===== src/rtl/memory_access_unit.sv =====
// ============================================================================
// memory_access_unit: memory-stage load/store engine with lane alignment,
// load extension, misalignment, bus error and timeout detection.  Rev 1.0
// ============================================================================
`default_nettype none

module memory_access_unit #(
    parameter int TIMEOUT_CYCLES = 255
) (
    input  logic        CLK,
    input  logic        nRST,
    input  logic        ex_valid,
    input  logic        ex_flush,
    input  logic        ex_dread,
    input  logic [1:0]  ex_dwrite,
    input  logic [1:0]  ex_reg_wr_mem,
    input  logic        ex_reg_wr_mem_signed,
    input  logic [31:0] ex_addr,
    input  logic [31:0] ex_wdata,
    output logic        mem_stall,
    output logic        dbus_req,
    output logic        dbus_wen,
    output logic [31:0] dbus_addr,
    output logic [31:0] dbus_wdata,
    output logic [3:0]  dbus_strobe,
    input  logic [31:0] dbus_rdata,
    input  logic        dbus_ready,
    input  logic        dbus_error,
    output logic [31:0] load_data,
    output logic        load_valid,
    output logic        misaligned,
    output logic        access_fault
);

    typedef enum logic [1:0] {IDLE = 2'd0, ACCESS = 2'd1, DONE = 2'd2} state_t;

    localparam logic [1:0] W_BYTE       = 2'd0;
    localparam logic [1:0] W_HALF       = 2'd1;
    localparam logic [1:0] W_WORD       = 2'd2;
    localparam logic [7:0] TIMEOUT_LAST = 8'(TIMEOUT_CYCLES - 1);

    state_t      state;
    logic [7:0]  wait_cnt;
    logic        flush_pend;
    logic        acc_load;
    logic        acc_signed;
    logic [1:0]  acc_width;
    logic [1:0]  acc_offset;

    logic        is_store;
    logic        access_req;
    logic        misalign;
    logic        flushed;
    logic [1:0]  width;
    logic [3:0]  strobe_next;
    logic [31:0] wdata_next;
    logic [7:0]  byte_sel;
    logic [15:0] half_sel;
    logic [31:0] ext_data;

    // A nonzero store field wins over ex_dread.
    assign is_store   = (ex_dwrite != 2'd0);
    assign access_req = ex_valid & (ex_dread | is_store) & ~ex_flush;
    assign flushed    = flush_pend | ex_flush;
    assign mem_stall  = ((state == IDLE) & access_req) | (state == ACCESS);

    always_comb begin
        width       = is_store ? (ex_dwrite - 2'd1)
                               : ((ex_reg_wr_mem == 2'd3) ? W_WORD : ex_reg_wr_mem);
        misalign    = ((width == W_HALF) & ex_addr[0]) |
                      ((width == W_WORD) & (ex_addr[1:0] != 2'b00));
        strobe_next = 4'b0000;
        wdata_next  = 32'h0;
        if (is_store) begin
            case (width)
                W_BYTE: begin
                    strobe_next = 4'b0001 << ex_addr[1:0];
                    wdata_next  = {4{ex_wdata[7:0]}};
                end
                W_HALF: begin
                    strobe_next = ex_addr[1] ? 4'b1100 : 4'b0011;
                    wdata_next  = {2{ex_wdata[15:0]}};
                end
                default: begin
                    strobe_next = 4'b1111;
                    wdata_next  = ex_wdata;
                end
            endcase
        end
    end

    assign byte_sel = dbus_rdata[{acc_offset, 3'b000} +: 8];
    assign half_sel = dbus_rdata[{acc_offset[1], 4'b0000} +: 16];

    always_comb begin
        case (acc_width)
            W_BYTE:  ext_data = {{24{acc_signed & byte_sel[7]}}, byte_sel};
            W_HALF:  ext_data = {{16{acc_signed & half_sel[15]}}, half_sel};
            default: ext_data = dbus_rdata;
        endcase
    end

    always_ff @(posedge CLK or negedge nRST) begin
        if (!nRST) begin
            state        <= IDLE;
            wait_cnt     <= 8'd0;
            flush_pend   <= 1'b0;
            acc_load     <= 1'b0;
            acc_signed   <= 1'b0;
            acc_width    <= 2'd0;
            acc_offset   <= 2'd0;
            dbus_req     <= 1'b0;
            dbus_wen     <= 1'b0;
            dbus_addr    <= 32'h0;
            dbus_wdata   <= 32'h0;
            dbus_strobe  <= 4'b0000;
            load_data    <= 32'h0;
            load_valid   <= 1'b0;
            misaligned   <= 1'b0;
            access_fault <= 1'b0;
        end else begin
            case (state)
                IDLE: begin
                    if (access_req) begin
                        if (misalign) begin
                            misaligned <= 1'b1;
                            state      <= DONE;
                        end else begin
                            dbus_req    <= 1'b1;
                            dbus_wen    <= is_store;
                            dbus_addr   <= {ex_addr[31:2], 2'b00};
                            dbus_wdata  <= wdata_next;
                            dbus_strobe <= strobe_next;
                            acc_load    <= ~is_store;
                            acc_width   <= width;
                            acc_offset  <= ex_addr[1:0];
                            acc_signed  <= ex_reg_wr_mem_signed;
                            wait_cnt    <= 8'd0;
                            flush_pend  <= 1'b0;
                            state       <= ACCESS;
                        end
                    end
                end
                ACCESS: begin
                    // A flushed transaction still runs to completion but reports nothing.
                    flush_pend <= flushed;
                    if (dbus_ready) begin
                        dbus_req <= 1'b0;
                        state    <= DONE;
                        if (!flushed) begin
                            access_fault <= dbus_error;
                            if (acc_load & ~dbus_error) begin
                                load_valid <= 1'b1;
                                load_data  <= ext_data;
                            end
                        end
                    end else if (wait_cnt == TIMEOUT_LAST) begin
                        dbus_req     <= 1'b0;
                        access_fault <= ~flushed;
                        state        <= DONE;
                    end else begin
                        wait_cnt <= wait_cnt + 8'd1;
                    end
                end
                DONE: begin
                    load_valid   <= 1'b0;
                    misaligned   <= 1'b0;
                    access_fault <= 1'b0;
                    flush_pend   <= 1'b0;
                    state        <= IDLE;
                end
                default: state <= IDLE;
            endcase
        end
    end

endmodule

`default_nettype wire

===== config.mk =====
export PLATFORM = sky130hd
export DESIGN_NAME = memory_access_unit
export DESIGN_NICKNAME = d
export VERILOG_FILES = /design/src/rtl/memory_access_unit.sv
export SDC_FILE = /design/constraint.sdc
export NUM_CORES = 1
export LEC_CHECK = 0
export BUFFER_PORTS_ARGS = -buffer_cell sky130_fd_sc_hd__buf_2
export CAP_MARGIN = 20
export CORE_AREA = 4 4 110 112
export CTS_CLUSTER_DIAMETER = 60
export DETAILED_ROUTE_END_ITERATION = 12
export DIE_AREA = 0 0 114 116
export PLACE_DENSITY = 0.85
export SYNTH_ARGS = -nofsm -noshare
export SYNTH_HDL_FRONTEND = slang
export SYNTH_SLANG_ARGS = --single-unit
export TNS_END_PERCENT = 5

===== constraint.sdc =====
create_clock -name CLK -period 4.8 [get_ports CLK]
set_input_delay 0.48 -clock CLK [delete_from_list [all_inputs] [get_ports CLK]]
set_output_delay 0.48 -clock CLK [all_outputs]
set_load 0.02 [all_outputs]

Yosys cells after proc, flatten, opt, wreduce, memory -nomap -nowiden
Cells that the tools add are included.

operators by class
  $add $sub $neg = 2
  equality and inequality tests = 17
  shift-type cells = 3
  muxes and demuxes = 37
  bitwise operators = 17
  reductions and logical operators = 18

operators by type and width
  cell                                                 count
  one-hot mux 32 bit (2 select lines)                  2
  two-way mux 32 bit                                   1
  two-way mux 8 bit                                    4
  variable part select 32 x 6 -> 16 bit                1
  variable part select 32 x 6 -> 8 bit                 1
  one-hot mux 8 bit (2 select lines)                   1
  two-way mux 1 bit                                    14
  inequality test 2 bit, second input constant         7
  two-way mux 2 bit                                    6
  AND reduction 3 bit                                  4
  AND reduction 4 bit                                  3
  nonzero test 2 bit                                   5
  adder 8 x 1 -> 8 bit, second input constant          1
  AND 1 bit                                            8
  equality test 8 bit, second input constant           1
  two-way mux 4 bit                                    2
  one-hot mux 1 bit (2 select lines)                   4
  one-hot mux 4 bit (2 select lines)                   1
  equality test 2 x 1 -> 1 bit, second input constant  3
  equality test 2 bit, second input constant           3
  zero test 2 bit                                      3
  inverter 1 bit                                       5
  AND reduction 5 bit                                  1
  OR 1 bit                                             4
  9 further kinds                                      9

storage, ports and cells
  register bits = 120
  input bits = 108
  output and inout port bits = 106
  word-level logic and storage cells = 110

Logic depth before layout (Yosys ltp)
Gate-level depths: netlist of the first run.

  depth in word-level cells = 9
  gate-level depth with buffers = 7
  gate-level depth less buffers = 5

Least setup slack after synthesis of the first run
OpenSTA, ideal clock, no wires.

  path kind = input port to flip-flop
  from = in ex_dwrite[1]
  to = reg dbus_addr[12]
  library setup time = 127 ps
  arrival = 1919 ps
  slack = 2754 ps
  stages = 6
  buffers on the path = 3
  cell sequence = buf_2 o21bai_1 a2111oi_4 buf_6 buf_6 mux2_1

between the ends
  longest elaborated chain between the ends = 7
  elaborated cells between the ends (all ways) = 13

RTL lines
  element                                                              line    RTL
  from (decl)                                                          15      input logic [1:0] ex_dwrite,
  subtractor 2 x 1 -> 2 bit or nonzero test 2 bit (tied branches)      68, 62
  two-way mux 2 bit                                                    68      width = is_store ? (ex_dwrite - 2'd1)
  equality test 2 x 1 -> 1 bit or equality test 2 bit (tied branches)  70, 71
  AND 1 bit (on tied branches)                                         70, 71
  OR 1 bit                                                             70      misalign = ((width == W_HALF) & ex_addr[0]) |
  inverter 1 bit (no line)                                             -
  AND reduction 3 bit (no line) *                                      -
  to (signal assigned)                                                 131     dbus_addr <= {ex_addr[31:2], 2'b00};
  to (decl)                                                            23      output logic [31:0] dbus_addr,

Mark *: on every way between the ends. The rest lies on a longest branch, timed or not.
A chain may end at the register's enable or synchronous reset.

Worst setup path after layout of the first run
  from = reg acc_offset[1]
  to = reg load_data[28]

between the ends
  longest elaborated chain between the ends = 3
  elaborated cells between the ends (all ways) = 5

RTL lines
  element                                                                                        line    RTL
  from (decl)                                                                                    48      logic [1:0] acc_offset;
  from (signal assigned)                                                                         136     acc_offset <= ex_addr[1:0];
  variable part select 32 x 6 -> 16 bit or variable part select 32 x 6 -> 8 bit (tied branches)  93, 92
  AND 1 bit (on tied branches)                                                                   98, 97
  one-hot mux 32 bit (2 select lines) *                                                          96      case (acc_width)
  to (signal assigned)                                                                           154     load_data <= ext_data;
  to (decl)                                                                                      29      output logic [31:0] load_data,

Marked as above.

==> results of run 1 <==
-- placed cells by master (no fill, tap or decap), types with 14 or more instances in the layout --
cell         n
dfrtp_1    120
nand2_1     52
mux2i_1     40
a21oi_1     40
mux2_1      49
inv_1       23
clkbuf_16   17
o21ai_0     31
nor2_1      31
o22ai_1     16
buf_2      210
mux2_2      14
-- registers in the layout, indices dropped and copies added (netlist names), 2 cells and up --
register / count
acc_width: 2
wait_cnt: 8
dbus_strobe: 4
dbus_addr: 30
load_data: 32
state: 2
dbus_wdata: 32
acc_offset: 2
-- critical path, cell delays in order, from the launching register on --
cell,delay [ns]
dfrtp_1,0.85
mux4_2,0.64
a311oi_4,0.75
a21oi_1,0.16
-- stage by stage --
| stage | instances | instance area, um^2 | hold WS (ns) | power, mW |
|---|---|---|---|---|
| detailed placement | 868 | 7008 | 0.4686 | 3.385 |
| CTS | 900 | 7630 | 0.2539 | 4.732 |
| global placement | 868 | 7008 | 0.4613 | 3.312 |
| global route | 900 | 7630 | 0.2768 | 4.975 |
| finish | 900 | 7630 | 0.2183 | 4.691 |
| floorplan | 545 | 5949 | 0.1844 | 2.743 |
-- per-layer routing --
metal / wire [um] / part of all wire [%]
met5: 12 / 0.074
met3: 1602 / 9.9
met4: 280 / 1.7
met1: 6288 / 39
met2: 7965 / 49
-- kinds of logic (layout without fill, tap and decap cells) --
| logic type | count (synthesis) | count (layout) | share of synthesized area [%] |
|---|---|---|---|
| AO/OA/AOI/OAI | 123 | 123 | 13.64 |
| adder cells (fa/ha/maj) | 2 | 2 | 0.4208 |
| buffers and inverters | 61 | 273 | 5.219 |
| flip-flops | 120 | 120 | 50.51 |
| multiplexers | 105 | 105 | 19.42 |
| other | 1 | 2 | 0.06307 |
| AND/OR/NAND/NOR | 132 | 132 | 10.73 |
-- power breakdown --
part,internal (mW),switching (mW)
combinational,0.641,1.02
sequential,1.41,0.290
clock,0.881,0.449
total,2.93,1.76
-- final timing paths --
check	start	endpoint	slack, ns	cells after the start
hold reg to reg	load_data[3]$_DFFE_PN0P_	load_data[3]$_DFFE_PN0P_	0.48	2
min in group CLK	ex_addr[17]	dbus_addr[17]$_DFFE_PN0P_	0.29	2
max in group asynchronous	nRST	dbus_addr[5]$_DFFE_PN0P_	3.42	2
hold / removal	nRST	load_data[25]$_DFFE_PN0P_	0.22	1
setup reg to reg	acc_offset[1]$_DFFE_PN0P_	load_data[28]$_DFFE_PN0P_	2.23	3
setup / recovery	acc_offset[1]$_DFFE_PN0P_	load_data[28]$_DFFE_PN0P_	2.23	3
-- layout make-up --
cell class	count	area, um^2
inverter	25	93.84
fill	857	3593
tap	143	178.9
clock inverter	12	175.2
timing repair buffer	216	1096
sequential	120	3003
multi-input combinational	364	2636
clock buffer	20	446.7
==> run_results.csv, run 1 <==
group,metric,value,unit
status,status,"complete, no violations",
floorplan,die_width,114,um
synth,synth_warnings,0,
worst_setup_path,critical_path.endpoint_type,"flop",
clocking,root_buffer,"clkbuf_16",
layout,drive_gt1_share,36.20,%
sta,skew,0.005217,ns
synth,syn_area_per_cell,10.93,um^2
detailed_routing,drt-wirelength-per-cell,17.94,um
global_route,grt_use_total,25.21,%
sta,hold_viol,0,
detailed_routing,drc,0,
place,io_buffers,211,
global_route,grt-ovfl-total,0,
global_route,gr-max-usage-layer,"met2",
synth,synth.largest_area_cell,"dfrtp_1",
power_and_ir_drop,power_density,614.8,nW/um^2
global_route,grt_start_max_net_pins,79,
clocking,h-tree-depth,4,
global_route,grt_util_met2,41.61,%
synth,synth-async-reset-ratio,100.0,%
clocking,post_cts_buffers,0,
floorplan,io-pin-count,214,
synth,ys_ff_latch,120,
detailed_routing,drt_iter0_markers,501,
synth,netlist_area,5946,um^2
global_route,grt_pass1_vias,5167,
clocking,clkSinkCount,120,
detailed_routing,drtAntennaViolNets,0,
worst_setup_path,crit_arrival,2.81,ns
sta,tightest_slew,0.9588,ns
floorplan,core,11220,um^2
sta,relSlewSlack,36.08,%
layout,fin_util,67.98,%
layout,syn2layout_area_growth,28.32,%
sta,slew_violations,0,
floorplan,fp.dieH,116,um
clocking,clk_path_buf_depth,2,
floorplan,die_area,13220,um^2
sta,rsz0062_at_grt,"false",
power_and_ir_drop,ir_worst_vdd,0.3269,mV
detailed_routing,via_per_inst,5.633,
synth,syn_inst,544,
layout,nets,854,
clocking,cts_tree,"done",
sta,tns,0,ns
sta,fin_crit_sh,53.64,%
worst_setup_path,cp-start-kind,"flop",
worst_setup_path,critPathKind,"flop to flop",
clocking,cts_resized,0,
worst_setup_path,cp_data_required_time,5.04,ns
worst_setup_path,worstPathMaxFanout,20,
job,cap_violations,0,
synth,ys_top_cells_by_count,"120 x dfrtp_1, 52 x nand2_1, 49 x mux2_1, 40 x a21oi_1, 40 x mux2i_1",
sta,period_needed,2.575,ns
synth,synth_edf_count,0,
global_route,use_met3,8.668,%
floorplan,num_rows,39,
synth,synth.area.top_cells,"dfrtp_1 51%, mux2_1 9.3%, mux2i_1 6.7%",
synth,ys_seq_area_share,50.51,%
layout,diodes,0,
synth,synth_top_area_share,50.51,%
detailed_routing,drt-total-wl,16150,um
sta,setup_ws,2.225,ns
global_route,grt_util_met1,31.25,%
clocking,cts_buffers,17,
power_and_ir_drop,p_leak,3.813,nW
clocking,clk_pin_slew,0.05,ns
detailed_routing,vias,5070,
place,place_congestion,0.9121,
clocking,clock_latency,0.41,ns
floorplan,initial_core_util,52.98,%
synth,synth.most_common_cell,"dfrtp_1",
sta,max_freq,388.4,MHz
clocking,postCtsHoldBufs,0,
global_route,grt_pass1_wl,26050,um
global_route,antenna_found_initial,1,
detailed_routing,drt_pass1_iterations,6,
min_path,holdCritPathClass,"input port to asynchronous set/reset pin",
place,hpwl,11880,um
synth,synth_ff_type,"dfrtp_1",
synth,ys_types,53,
place,preCtsSetupSlack,1.888,ns
sta,finalSetupViolCount,0,
Power figures use the tool's default switching activity.
==> run 2, diff against run 1 <==
--- a/config.mk
+++ b/config.mk
@@ -7,11 +7,11 @@
 export LEC_CHECK = 0
 export BUFFER_PORTS_ARGS = -buffer_cell sky130_fd_sc_hd__buf_2
 export CAP_MARGIN = 20
-export CORE_AREA = 4 4 110 112
+export CORE_AREA = 4 4 115 117
 export CTS_CLUSTER_DIAMETER = 60
 export DETAILED_ROUTE_END_ITERATION = 12
-export DIE_AREA = 0 0 114 116
-export PLACE_DENSITY = 0.85
+export DIE_AREA = 0 0 119 121
+export PLACE_DENSITY = 0.79
 export SYNTH_ARGS = -nofsm -noshare
 export SYNTH_HDL_FRONTEND = slang
 export SYNTH_SLANG_ARGS = --single-unit
==> constraint.sdc (replaced) <==
create_clock -name CLK -period 2.62 [get_ports CLK]
set_input_delay 0.262 -clock CLK [delete_from_list [all_inputs] [get_ports CLK]]
set_output_delay 0.262 -clock CLK [all_outputs]
set_load 0.02 [all_outputs]
==> run 2 against run 1 <==
Net effect:
- register-to-register slack lost 1.8 ns
- clock-buffer cell count fell by 1
- total power grew 84%
- critical path depth grew 1
- clock power up 86%
- sequential share of layout area is 0.55 points lower
- via count about the same
- combinational power grew 86%
- critical endpoint is now load_data[10]$_DFFE_PN0P_
- largest cell class unchanged
==> run_results.csv, run 2 (synthesized netlist as in run 1, its figures left out) <==
group,metric,value,unit
sta,max_freq,459.0,MHz
global_route,grt_use_total,23.27,%
floorplan,initial_core_util,48.09,%
layout,drive_gt1_share,36.66,%
min_path,holdCritPathClass,"input port to flop",
place,preCtsSetupSlack,0.4798,ns
detailed_routing,via_per_inst,5.429,
clocking,clk_path_buf_depth,2,
floorplan,io-pin-count,214,
floorplan,fp.dieH,121,um
layout,nets,859,
clocking,clk_pin_slew,0.06,ns
global_route,grt-ovfl-total,0,
floorplan,die_area,14400,um^2
sta,hold_viol,0,
layout,final_common_cell,"buf_2",
sta,slew_violations,0,
detailed_routing,drt-total-wl,16330,um
clocking,h-tree-depth,4,
power_and_ir_drop,ir_worst_vdd,0.6580,mV
place,place_congestion,0.8707,
global_route,grt_pass1_wl,26410,um
floorplan,die_width,119,um
sta,relSlewSlack,57.33,%
worst_setup_path,cp_data_required_time,2.95,ns
min_path,hp-start,"ex_addr[14]",
floorplan,core,12360,um^2
layout,final_cell_mix,"210 x buf_2, 120 x dfrtp_1, 52 x nand2_1",
detailed_routing,drc,0,
clocking,cts_resized,0,
place,io_buffers,211,
clocking,cts_buffers,17,
status,status,"complete, no violations",
global_route,grt_pass1_vias,5156,
job,cap_violations,0,
clocking,clock_latency,0.42,ns
worst_setup_path,cp-start-kind,"flop",
detailed_routing,drt_pass1_iterations,7,
sta,period_needed,2.179,ns
clocking,clkSinkCount,120,
power_and_ir_drop,power_density,1117,nW/um^2
detailed_routing,drtAntennaViolNets,0,
sta,setup_ws,0.4413,ns
worst_setup_path,cp-startpoint,"state[1]$_DFFE_PN0P_",
sta,fin_crit_sh,83.16,%
sta,skew,0.01128,ns
worst_setup_path,timing.rr.start,"state[1]$_DFFE_PN0P_",
global_route,antenna_found_initial,4,
layout,reg.largest.list,"dbus_wdata (32), load_data (32), dbus_addr (30)",
worst_setup_path,crit_arrival,2.51,ns
sta,tns,0,ns
global_route,grt_start_max_net_pins,79,
detailed_routing,drt-wirelength-per-cell,17.48,um
place,hpwl,12120,um
clocking,cts_tree,"done",
floorplan,num_rows,41,
worst_setup_path,worstPathMaxFanout,27,
detailed_routing,drt_iter0_markers,317,
worst_setup_path,critical_path.endpoint_type,"flop",
worst_setup_path,critPathKind,"flop to flop",
sta,tightest_slew,0.6318,ns
sta,rsz0062_at_grt,"false",
detailed_routing,vias,5071,
layout,syn2layout_area_growth,30.16,%
clocking,root_buffer,"clkbuf_16",
power_and_ir_drop,p_leak,3.846,nW
sta,finalSetupViolCount,0,
run 2: changes by cell type in the layout (fill, tap and decap cells not counted):
cell | previous run | this run
buf_4 | 6 | 8
buf_12 | 0 | 2
clkinvlp_4 | 3 | 4
inv_6 | 0 | 1
clkbuf_1 | 2 | 0
dlygate4sd3_1 | 0 | 1
diode_2 | 0 | 1
clkinv_4 | 2 | 0
clkbuf_8 | 1 | 2
run 2: layout make-up:
class                   count  area (um^2)
clock buffers              19        452.9
inverters                  25        93.84
fillers                   984         4624
flip-flops and latches    120         3003
repair buffers            221         1161
diodes                      1        2.502
clock inverters            12        173.9
multi-input cells         364         2636
well taps                 172        215.2
run 2: per-stage QoR:
step	utilization, %	area, um^2	cells	power, mW	hold slack, ns
after detailed placement	57.42	7099	901	6.197	0.2993
after floorplan	-	5949	545	5.026	-0.03359
after CTS	62.57	7736	933	8.716	0.04262
final	62.59	7739	934	8.643	0.05447
after global routing	62.59	7739	934	9.134	0.05096
after global placement	57.42	7099	901	6.063	0.2864
run 2: worst max-delay path: stages (launching register included):
cell and delay, ns:
dfrtp_1 0.54, nor4b_4 0.46, nand3_4 0.31, or3_1 0.55, o22ai_1 0.23
run 2: worst paths after layout:
path | slack [ns] | endpoint | cells past startpoint
setup / recovery | 0.44 | load_data[10]$_DFFE_PN0P_ | 4
hold / removal | 0.05 | dbus_addr[14]$_DFFE_PN0P_ | 2
setup reg to reg | 0.44 | load_data[10]$_DFFE_PN0P_ | 4
hold reg to reg | 0.47 | dbus_req$_DFFE_PN0P_ | 1
max in group asynchronous | 1.44 | access_fault$_DFFE_PN0P_ | 3
min in group asynchronous | 0.39 | load_data[22]$_DFFE_PN0P_ | 2
run 2: power by group:
part	leakage, nW	switching [mW]	internal (mW)	total (mW)
Combinational	2.04	1.89	1.19	3.08
Clock	0.297	0.845	1.63	2.48
Sequential	1.51	0.503	2.59	3.09
Total	3.85	3.23	5.41	8.64
run 2: routing by layer:
layer	vias up	GRT usage (%)	share of wire [%]
met4	6	10.50	2.7
met3	39	8.998	9.8
met2	264	37.44	49
met5	-	0	0.22
li1	2336	-	-
met1	2426	27.68	38
run 2: timing repair:
item / CTS / global route
buffers inserted: 0 / 0
hold buffers: 1 / 0
endpoints found under the hold margin: 42 / 0
==> run 3, diff against run 2 <==
==> constraint.sdc (replaced) <==
create_clock -name CLK -period 2.1 [get_ports CLK]
set_input_delay 0.21 -clock CLK [delete_from_list [all_inputs] [get_ports CLK]]
set_output_delay 0.21 -clock CLK [all_outputs]
set_load 0.02 [all_outputs]
==> run 3 against run 2 <==
Net effect:
- sequential share of layout area shrank 1.2 points
- clock-buffer cell count grew 2
- combinational power grew 29%
- sequential power grew 24%
- worst setup slack lost 0.30 ns
- total power grew 25%
- non-clock buffer count grew 26
- register-to-register slack lost 0.30 ns
- critical path type unchanged
- critical endpoint is now wait_cnt[7]$_DFFE_PN0P_
- largest cell class unchanged
- largest power group is now combinational logic
==> run_results.csv, run 3 (synthesized netlist as in run 1, its figures left out) <==
group,metric,value,unit
floorplan,io-pin-count,214,
power_and_ir_drop,p_total,10.81,mW
worst_setup_path,crit_chain,"or3b_4 -> a41o_2 -> a32oi_2 -> a31oi_1",
detailed_routing,drt_pass1_iterations,5,
power_and_ir_drop,ir_worst_vdd,0.8023,mV
detailed_routing,via_per_inst,5.396,
detailed_routing,drt-wirelength-per-cell,17.49,um
floorplan,num_rows,41,
global_route,grt_use_total,23.86,%
place,place_congestion,0.8660,
layout,drive_gt1_share,37.82,%
layout,nets,885,
worst_setup_path,critical_path.endpoint_type,"flop",
power_and_ir_drop,power_density,1354,nW/um^2
place,hpwl,12640,um
detailed_routing,drc,0,
detailed_routing,drt_iter0_markers,455,
sta,fin_crit_sh,93.25,%
sta,tightest_slew,0.6386,ns
global_route,grt_pass1_wl,27140,um
place,io_buffers,211,
detailed_routing,drt-total-wl,16810,um
worst_setup_path,cp_data_required_time,2.37,ns
sta,rsz0062_at_grt,"false",
sta,hold_viol,0,
clocking,root_buffer,"clkbuf_16",
global_route,use_met3,8.019,%
sta,relSlewSlack,57.42,%
clocking,clk_path_buf_depth,2,
layout,multi_input_area,2636,um^2
clocking,clk_pin_slew,0.06,ns
clocking,cts_tree,"done",
floorplan,fp.dieH,121,um
global_route,grt_pass1_vias,5367,
power_and_ir_drop,p_leak,3.971,nW
clocking,clock_latency,0.41,ns
layout,syn2layout_area_growth,34.20,%
layout,final_cell_mix,"210 x buf_2, 120 x dfrtp_1, 52 x nand2_1",
clocking,h-tree-depth,4,
layout,fill_cells,947,
global_route,gr-max-usage-layer,"met2",
layout,seq_area,3003,um^2
global_route,antenna_found_initial,1,
layout,reg.largest.list,"dbus_wdata (32), load_data (32), dbus_addr (30)",
min_path,holdCritPathClass,"input port to flop",
floorplan,core,12360,um^2
sta,skew,0.01711,ns
sta,holdWs,0.01113,ns
worst_setup_path,slowest_stage,"dfrtp_1",
clocking,cts_buffers,17,
sta,tns,0,ns
worst_setup_path,cp-start-kind,"flop",
global_route,grt-ovfl-total,0,
sta,period_needed,1.958,ns
worst_setup_path,crit_arrival,2.23,ns
clocking,clkSinkCount,120,
global_route,grt_start_max_net_pins,48,
layout,final_common_cell,"buf_2",
global_route,grt_util_met1,27.41,%
sta,max_freq,510.7,MHz
detailed_routing,drtAntennaViolNets,0,
worst_setup_path,max_stage_delay,0.47,ns
global_route,grt_util_met2,40.97,%
floorplan,die_width,119,um
worst_setup_path,worstPathMaxFanout,9,
detailed_routing,vias,5186,
clocking,post_cts_buffers,0,
floorplan,die_area,14400,um^2
worst_setup_path,critPathKind,"flop to flop",
sta,finalSetupViolCount,0,
sta,slew_violations,0,
job,cap_violations,0,
floorplan,initial_core_util,48.09,%
status,status,"complete, no violations",
[run 3: path summary, 6_finish.rpt]
kind | from | cells past startpoint | slack, ns | end
hold reg to reg | dbus_req$_DFFE_PN0P_ | 1 | 0.47 | dbus_req$_DFFE_PN0P_
hold / removal | ex_addr[3] | 2 | 0.01 | dbus_addr[3]$_DFFE_PN0P_
min in group asynchronous | nRST | 2 | 0.36 | load_data[28]$_DFFE_PN0P_
setup / recovery | state[1]$_DFFE_PN0P_ | 4 | 0.14 | wait_cnt[7]$_DFFE_PN0P_
setup reg to reg | state[1]$_DFFE_PN0P_ | 4 | 0.14 | wait_cnt[7]$_DFFE_PN0P_
max in group asynchronous | nRST | 3 | 1.10 | dbus_wdata[16]$_DFFE_PN0P_
[run 3: critical path: cells and delay by family, from the launching register on]
kind,cells,cell delay (ns)
compound gates,3,0.90
flops,1,0.47
simple gates,1,0.45
[run 3: timing repair]
item,in CTS,in global routing
gates resized for setup,0,0
hold buffers,7,1
hold endpoints to repair,50,1
setup endpoints to repair,0,0
[run 3: through the flow]
stage               instances  cell area (um^2)  utilization (%)  setup WS (ns)
floorplan                 545              5949                -         0.2911
global placement          920              7279            58.88        0.09107
detailed placement        920              7279            58.88        0.06957
CTS                       959              7966            64.44         0.1680
global route              961              7979            64.54       0.006897
finish                    961              7979            64.54         0.1418
[run 3: metal layers]
layer / up-vias / wire, um / part of all wire (%)
li1: 2387 / - / -
met1: 2531 / 6458 / 38
met2: 244 / 8556 / 51
met3: 24 / 1469 / 8.7
met4: 0 / 324 / 1.9
met5: - / 0 / 0
[run 3: area by class of cell]
| class | count | area share (%) |
|---|---|---|
| sequential | 120 | 37.64 |
| multi-input combinational | 364 | 33.04 |
| timing repair buffer | 247 | 17.69 |
| clock buffer | 21 | 5.896 |
| tap | 172 | 2.697 |
| clock inverter | 11 | 1.835 |
| inverter | 25 | 1.176 |
| antenna | 1 | 0.03136 |
[run 3: where the power goes]
part	internal, mW	total, mW	switching, mW
combinational	1.55	3.96	2.41
sequential	3.23	3.83	0.603
clock	1.96	3.01	1.06
total	6.73	10.8	4.07
